**config.mk**
```make
export PLATFORM = sky130hd
export DESIGN_NAME = ex_operand_stage
export DESIGN_NICKNAME = d
export VERILOG_FILES = /design/src/rtl/ex_operand_stage.sv
export SDC_FILE = /design/constraint.sdc
export NUM_CORES = 1
export LEC_CHECK = 0
export CORE_ASPECT_RATIO = 1.2
export CORE_MARGIN = 3
export CORE_UTILIZATION = 37
export DETAILED_ROUTE_END_ITERATION = 8
export PLACE_DENSITY = 0.86
export SLEW_MARGIN = 5
export SYNTH_ARGS = -nofsm -noshare
export SYNTH_HDL_FRONTEND = slang
export SYNTH_SLANG_ARGS = --single-unit
```
**constraint.sdc**
```tcl
create_clock -name clk -period 4.4 [get_ports clk]
set_input_delay 0.44 -clock clk [delete_from_list [all_inputs] [get_ports clk]]
set_output_delay 0.44 -clock clk [all_outputs]
set_load 0.01 [all_outputs]
```
**src/rtl/ex_operand_stage.sv**
```systemverilog
`default_nettype none
// ============================================================================
//  Module      : ex_operand_stage
//  Description : ID/EX pipeline register in front of the 32-bit ALU. It
//                captures the decoded operands, resolves EX/MEM and MEM/WB
//                forwarding, extends the immediate, and registers alu_a,
//                alu_b and alu_control behind a valid/ready handshake with
//                flush support.
//  Options     : EX_FORWARD_EN - when defined, forwarding muxes are built;
//                when undefined, operands come straight from the register
//                file and the mem_*/wb_* inputs are unused.
//  Revision    : 1.0 - initial release
// ============================================================================
module ex_operand_stage #(
    parameter int DATA_W = 32,
    parameter int REG_AW = 5,
    parameter int IMM_W  = 16
) (
    input  logic              clk,
    input  logic              rst,
    input  logic              in_valid,
    output logic              in_ready,
    input  logic [REG_AW-1:0] rs_addr,
    input  logic [REG_AW-1:0] rt_addr,
    input  logic [REG_AW-1:0] rd_addr,
    input  logic [DATA_W-1:0] rs_data,
    input  logic [DATA_W-1:0] rt_data,
    input  logic [IMM_W-1:0]  imm,
    input  logic              use_imm,
    input  logic              sign_ext,
    input  logic [1:0]        alu_op,
    input  logic              flush,
    input  logic              mem_we,
    input  logic [REG_AW-1:0] mem_waddr,
    input  logic [DATA_W-1:0] mem_wdata,
    input  logic              wb_we,
    input  logic [REG_AW-1:0] wb_waddr,
    input  logic [DATA_W-1:0] wb_wdata,
    output logic              out_valid,
    input  logic              out_ready,
    output logic [DATA_W-1:0] alu_a,
    output logic [DATA_W-1:0] alu_b,
    output logic [1:0]        alu_control,
    output logic [REG_AW-1:0] out_rd_addr
);

    localparam int c_EXT_W = DATA_W - IMM_W;

    logic              valid_q, valid_d;
    logic [DATA_W-1:0] alu_a_q, alu_a_d;
    logic [DATA_W-1:0] alu_b_q, alu_b_d;
    logic [1:0]        alu_control_q, alu_control_d;
    logic [REG_AW-1:0] rd_addr_q, rd_addr_d;

    logic [DATA_W-1:0] fwd_a;
    logic [DATA_W-1:0] fwd_b;
    logic [DATA_W-1:0] imm_ext;
    logic              accept;

    // A slot is free when it is empty or its contents leave this cycle.
    assign in_ready = !valid_q || out_ready;
    assign accept   = in_valid && in_ready;

`ifdef EX_FORWARD_EN
    // Operand forwarding: EX/MEM wins over MEM/WB; register 0 never forwards.
    always_comb begin
        fwd_a = rs_data;
        fwd_b = rt_data;
        if (rs_addr != '0 && mem_we && mem_waddr == rs_addr)
            fwd_a = mem_wdata;
        else if (rs_addr != '0 && wb_we && wb_waddr == rs_addr)
            fwd_a = wb_wdata;
        if (rt_addr != '0 && mem_we && mem_waddr == rt_addr)
            fwd_b = mem_wdata;
        else if (rt_addr != '0 && wb_we && wb_waddr == rt_addr)
            fwd_b = wb_wdata;
    end
`else
    // Without forwarding the hazard logic upstream inserts bubbles, so the
    // register-file data is used as-is and the bypass inputs are ignored.
    logic unused_bypass;
    assign fwd_a = rs_data;
    assign fwd_b = rt_data;
    assign unused_bypass = ^{mem_we, mem_waddr, mem_wdata,
                             wb_we, wb_waddr, wb_wdata};
`endif

    // Immediate widening: replicate imm MSB for signed forms, zeros otherwise.
    always_comb begin
        imm_ext = {{c_EXT_W{1'b0}}, imm};
        if (sign_ext)
            imm_ext = {{c_EXT_W{imm[IMM_W-1]}}, imm};
    end

    // Next-state: capture on an accepted, non-flushed transfer; else hold.
    always_comb begin
        valid_d       = valid_q;
        alu_a_d       = alu_a_q;
        alu_b_d       = alu_b_q;
        alu_control_d = alu_control_q;
        rd_addr_d     = rd_addr_q;

        if (flush)
            valid_d = 1'b0;
        else if (accept)
            valid_d = 1'b1;
        else if (out_ready)
            valid_d = 1'b0;

        if (accept && !flush) begin
            alu_a_d       = fwd_a;
            alu_b_d       = use_imm ? imm_ext : fwd_b;
            alu_control_d = alu_op;
            rd_addr_d     = rd_addr;
        end
    end

    // Pipeline register; reset drops any held instruction immediately.
    always_ff @(posedge clk or posedge rst) begin
        if (rst) begin
            valid_q       <= 1'b0;
            alu_a_q       <= '0;
            alu_b_q       <= '0;
            alu_control_q <= 2'b00;
            rd_addr_q     <= '0;
        end else begin
            valid_q       <= valid_d;
            alu_a_q       <= alu_a_d;
            alu_b_q       <= alu_b_d;
            alu_control_q <= alu_control_d;
            rd_addr_q     <= rd_addr_d;
        end
    end

    assign out_valid   = valid_q;
    assign alu_a       = alu_a_q;
    assign alu_b       = alu_b_q;
    assign alu_control = alu_control_q;
    assign out_rd_addr = rd_addr_q;

endmodule
`default_nettype wire

```
==> results of run 1 <==
## layer usage
metal / vias to the layer above / track usage / part of all wire
li1: 1053 / - / -
met5: - / 0 / 0
met2: 87 / 0.2748 / 0.53
met3: 8 / 0.04865 / 0.071
met1: 1111 / 0.1846 / 0.39
met4: 0 / 0.04624 / 0.0081
## cell families (layout without fill, tap and decap cells)
logic type      Yosys count  count (layout)  synth area share
mux                      87              87            0.3628
flops                    72              72            0.5261
buf+inv                  31             204           0.07635
simple gates              5               5           0.01132
compound gates           16              16           0.02338
## worst max path at each step
stage / to / slack (ns) / cells past startpoint
after floorplan: alu_a[0] / 2.14 / 1
after global placement: alu_b[15] / 2.05 / 5
after detailed placement: alu_b[15] / 2.02 / 5
after CTS: in_ready / 2.38 / 4
after global routing: alu_b[15] / 2.32 / 5
final: alu_b[15] / 2.37 / 5
## flip-flops by register name, indices dropped and copies added (netlist names)
signal and count:
alu_a 32, out_rd_addr 5, alu_control 2, alu_b 32
out_valid 1
## stage by stage
step	setup WS, ns	hold slack, ns	cell area (sq um)	utilization
detailed placement	2.020	0.4918	5075	0.5770
CTS	2.383	0.5137	5255	0.5974
finish	2.373	0.5096	5255	0.5974
floorplan	2.135	0.5064	3425	-
global placement	2.045	0.4903	5075	0.5770
global route	2.322	0.5192	5255	0.5974
## critical path, cell delays in order
cell and delay (ns):
clkdlybuf4s50_1 0.50, nor2b_4 0.06, nor3b_4 0.18, buf_4 0.64
mux2_2 0.41
## final cells by class
type                    count  area [sq um]
clock buffers              12         135.1
clock inverters             4         45.04
fillers                   723          3541
inverters                  18         67.56
multi-input cells         108          1368
flip-flops and latches     72          1802
well taps                 117         146.4
repair buffers            170          1692
## power by group through the flow
stage	logic (mW)	registers [mW]	clock network, mW
after detailed placement	0.657	0.855	0
after global placement	0.645	0.851	0
after global routing	0.688	0.862	0.537
after CTS	0.660	0.848	0.509
final	0.650	0.847	0.488
after floorplan	0.248	0.908	0
## cells in the final DEF (no fill, tap or decap), drive strengths merged
cell	Yosys	final
buf	12	4
bufinv	0	1
clkbuf	1	12
clkdlybuf4s50	0	166
clkinv	0	3
dfrtp	72	72
inv	18	18
mux2	87	87
nand3	1	1
nor2	2	2
nor2b	1	1
nor3b	1	1
o21ai	16	16
==> results by group, run 1 <==
Status
  – Outcome: complete, no violations

Route
  – Remaining routing DRC violations: 0
  – Vias: 2259
  – DRT Pass-1 Iters: 4
  – Initial DRC Count: 28
  – Routed len/inst: 16.01 um
  – Total Wirelength: 8.023 mm
  – Vias/cell: 4.509
  – Antenna Nets Post-Route: 0

Critical path
  – Critical-path maximum fanout: 42
  – CP endpoint kind: register
  – CP required: 4.62 ns
  – Critical Path AT: 2.25 ns
  – Worst Reg-to-Reg Cells: 4
  – Critical path startpoint category: input pin
  – Critical Path Source: out_ready
  – R2r endpoint: alu_b[15]
  – Worst Path Class, Setup: input pin to register
  – Reg-to-reg startpoint: out_valid
  – Reg-to-reg setup timing slack: 2.52 ns

GRT
  – First-pass GRT wire length: 12.82 mm
  – Largest net degree at the start of global routing: 43
  – Global Route Usage Sum: 0.1576
  – Vias in the first global route: 2510
  – Total grt overflow: 0
  – Initial antenna violation count: 0

Job
  – Max_cap viols: 0

Yosys
  – Seq cells post-synth: 72
  – Mapped cell area: 3425 sq um
  – Syn Nets: 391
  – Synth area leaders: dfrtp_1 (53%), mux2_4 (31%), mux2_2 (5.6%)
  – Post-synthesis sequential area ratio: 0.5261
  – Most common cell in the netlist: dfrtp_1
  – Post-synth EDFFs: 0
  – Yosys warnings: 0
  – Area leader, netlist: dfrtp_1
  – Synth Instances: 211
  – Syn Area/Cell: 16.23 sq um
  – Synth unique cells: 13
  – Top FF cell, synth: dfrtp_1
  – Post-synth top area share: 0.5261
  – Post-synth ARST share: 1.000
  – Commonest cells in the netlist: dfrtp_1 (72), mux2_4 (70), inv_1 (18)

Die
  – Die height: 111.4 um
  – Starting Density: 0.3893
  – Io pins: 253
  – Die X: 93.83 um
  – Die footprint: 10450 sq um
  – Site Rows: 37
  – Core Area: 8796 sq um

Power
  – Power Dens Cells: 377.6 nW/um^2
  – Tot Pwr: 1.984 mW
  – P_leak: 2.332 nW
  – Worst IR Drop VDD: 0.0001867 V
  – Net Sw Frac: 0.2524
  – Gate power share: 0.327
  – Clock power share: 0.246
  – Switching Power: 0.5008 mW
  – Internal power: 1.484 mW
  – Sequential power share: 0.427

STA
  – Least-Margin Pin Slew: 0.7734 ns
  – Fmax: 493.2 MHz
  – Unrepaired setup endpoints after global routing: no
  – Finish-stage setup viols: 0
  – Slew headroom: 0.4844
  – Final Hold Violating Endpoints: 0
  – Crit path time final: 2.028 ns
  – Final Max Slew Viols: 0
  – Setup TNS: 0 ns
  – Fin Clk Skew: 0.01269 ns
  – Tcrit/Tclk final: 0.4608

CTS
  – Root buffer cell: clkbuf_8
  – Sinks on Clock Net: 72
  – Post-CTS Repair Setup Buffers: 0
  – Reg clk slew, reported paths: 0.08 ns
  – CTS Buf Count: 9
  – CTS H-tree lvls: 3
  – Worst-skew pair later-pin latency: 0.34 ns
  – Post_cts resized: 0
  – CTS max path bufs: 2
  – TritonCTS clock tree: built
  – Post-CTS Hold Buffers: 0

Layout
  – N_diodes: 0
  – Layout cell share with drive strength beyond 1: 0.2786
  – Fin nets: 559
  – Post-route insts no fill: 501
  – Area delta synth->final: 53.45%

Placement
  – Cells after DPL: 485
  – Half-perimeter wire length after placement: 5.911 mm
  – GP Congestion: 0.7210
  – Port Buf Inserts: 166

Worst hold path
  – Worst hold stages: 1
  – HP Class: register to register
  – Hold_sp: alu_a[30]
  – Hold EP: alu_a[30]
No activity file was read; power rests on OpenSTA's default activity.
==> inputs of run 2 (changes only) <==
--- a/config.mk
+++ b/config.mk
@@ -7,9 +7,9 @@
 export LEC_CHECK = 0
 export CORE_ASPECT_RATIO = 1.2
 export CORE_MARGIN = 3
-export CORE_UTILIZATION = 37
+export CORE_UTILIZATION = 35
 export DETAILED_ROUTE_END_ITERATION = 8
-export PLACE_DENSITY = 0.86
+export PLACE_DENSITY = 0.82
 export SLEW_MARGIN = 5
 export SYNTH_ARGS = -nofsm -noshare
 export SYNTH_HDL_FRONTEND = slang
==> constraint.sdc (replaced) <==
create_clock -name clk -period 1.9 [get_ports clk]
set_input_delay 0.19 -clock clk [delete_from_list [all_inputs] [get_ports clk]]
set_output_delay 0.19 -clock clk [all_outputs]
set_load 0.01 [all_outputs]
==> run 2 against run 1 <==
Net effect:
- worst hold slack got worse by 0.26 ns
- clock skew decreased by 0.0044 ns
- count of clock-buffer cells in the layout increased by 1
- combinational power increased by 140%
- die area increased by 5.4%
- core utilization decreased by 1.4 points
- first-iteration DRC count increased by 29%
- setup slack got worse by 2.1 ns
- register-to-register slack got worse by 2.1 ns
- non-clock buffer count increased by 7
- critical endpoint is now in_ready
- sequential share of layout area decreased by 0.98 points
==> results by group, run 2 (same netlist as run 1, synthesis figures left out) <==
Route
  – DR WL met2: 4.169 mm
  – Total Wirelength: 8.146 mm
  – Vias/cell: 4.507
  – Antenna Nets Post-Route: 0
  – Vias: 2303
  – DRT Pass-1 Iters: 4
  – Uppermost layer routed: met4
  – Initial DRC Count: 36
  – Remaining routing DRC violations: 0
  – Routed len/inst: 15.94 um
  – DRT met1 WL: 3.213 mm
  – Routed length on met3: 567 um

Worst hold path
  – HP Class: input pin to async pin

Layout
  – Multi-input combinational cell area: 1368 sq um
  – N_diodes: 0
  – Fill cell count: 753
  – Area delta synth->final: 57.95%
  – Fin nets: 566
  – Layout cell share with drive strength beyond 1: 0.2941
  – Final Util: 0.5834
  – Most common library cell in the layout ignoring fill and taps: clkdlybuf4s50_1
  – Commonest non-fill, non-tap cells in the layout: clkdlybuf4s50_1 (166), dfrtp_1 (72), mux2_4 (70), inv_1 (17), mux2_2 (17)
  – Sequential cell area: 1802 sq um

Critical path
  – Worst Path Class, Setup: register to output port
  – CP required: 1.71 ns
  – Critical-path maximum fanout: 3
  – Critical path startpoint category: register
  – CP endpoint kind: output port
  – Critical Path AT: 1.43 ns

GRT
  – Largest net degree at the start of global routing: 34
  – Global Route Usage Sum: 0.1531
  – Total grt overflow: 0
  – Vias in the first global route: 2552
  – Initial antenna violation count: 0
  – First-pass GRT wire length: 12.82 mm

Placement
  – Port Buf Inserts: 166
  – GP Congestion: 0.7525
  – Half-perimeter wire length after placement: 6.049 mm

CTS
  – CTS max path bufs: 2
  – Reg clk slew, reported paths: 0.07 ns
  – CTS Buf Count: 9
  – TritonCTS clock tree: built
  – CTS H-tree lvls: 3
  – Worst-skew pair later-pin latency: 0.34 ns
  – Post-CTS Hold Buffers: 0
  – Sinks on Clock Net: 72
  – Root buffer cell: clkbuf_8
  – Post_cts resized: 0
  – Post-CTS Repair Setup Buffers: 0

Die
  – Io pins: 253
  – Die footprint: 11010 sq um
  – Starting Density: 0.3694
  – Die height: 114.4 um
  – Die X: 96.30 um
  – Site Rows: 38
  – Core Area: 9271 sq um

STA
  – Final Max Slew Viols: 0
  – Crit path time final: 1.620 ns
  – Setup TNS: 0 ns
  – Unrepaired setup endpoints after global routing: no
  – Final Hold Violating Endpoints: 0
  – Fin Clk Skew: 0.008270 ns
  – Fmax: 617.4 MHz
  – Finish-stage setup viols: 0
  – Slew headroom: 0.6327
  – Least-Margin Pin Slew: 0.5498 ns
  – Tcrit/Tclk final: 0.8525

Status
  – Outcome: complete, no violations

Power
  – Power Dens Cells: 870.7 nW/um^2
  – Worst IR Drop VDD: 0.0003947 V
  – P_leak: 2.395 nW

Job
  – Max_cap viols: 0
## run 2: cell count changes in the layout (fill, tap and decap cells not counted)
cell / delta
inv_2: -1
clkbuf_8: +2
clkinv_2: -1
buf_4: +1
clkbuf_1: -1
clkinvlp_4: +1
buf_12: +6
## run 2: worst paths after layout
path                       cells past startpoint              to       from  slack, ns
setup / recovery                               3        in_ready  out_valid       0.28
hold / removal                                 2       alu_a[16]        rst       0.25
setup reg to reg                               5  out_rd_addr[1]  out_valid       0.38
hold reg to reg                                1       alu_b[19]  alu_b[19]       0.51
max in group asynchronous                      3  out_rd_addr[2]        rst       1.08
min in group clk                               3       out_valid   in_valid       0.45
## run 2: cell type report
class	instances	share of cell area
Timing Repair Buffer	177	0.3363
Sequential cell	72	0.3331
Multi-Input combinational cell	108	0.2528
Clock buffer	13	0.02938
Tap cell	120	0.02776
Inverter	18	0.01319
Clock inverter	3	0.007402
## run 2: stage by stage
step / cells / setup WS, ns / total power, mW / hold WS (ns) / area, sq um
2_1_floorplan: 211 / 0.4317 / 2.677 / 0.2564 / 3428
3_3_place_gp: 495 / 0.1210 / 3.502 / 0.4900 / 5210
3_5_place_dp: 495 / 0.1184 / 3.532 / 0.4912 / 5210
4_1_cts: 511 / 0.2422 / 4.789 / 0.2467 / 5409
5_1_grt: 511 / 0.2271 / 4.933 / 0.2885 / 5409
6_report: 511 / 0.2802 / 4.710 / 0.2483 / 5409
## run 2: power breakdown
group          internal (mW)  total [mW]  switching, mW
sequential              1.80        1.96          0.156
clock                  0.675        1.22          0.542
combinational           1.05        1.53          0.478
total                   3.53        4.71           1.18
## run 2: routing by layer
metal	vias to the layer above	GRT usage
met5	-	0
met3	16	0.03813
met1	1123	0.1788
met2	94	0.2584
li1	1070	-
met4	0	0.07484
## run 2: worst max-delay path, stage by stage, from the launching register on
cell             delay, ns
dfrtp_1               0.38
nor2b_4               0.14
inv_1                 0.05
clkdlybuf4s50_1       0.52
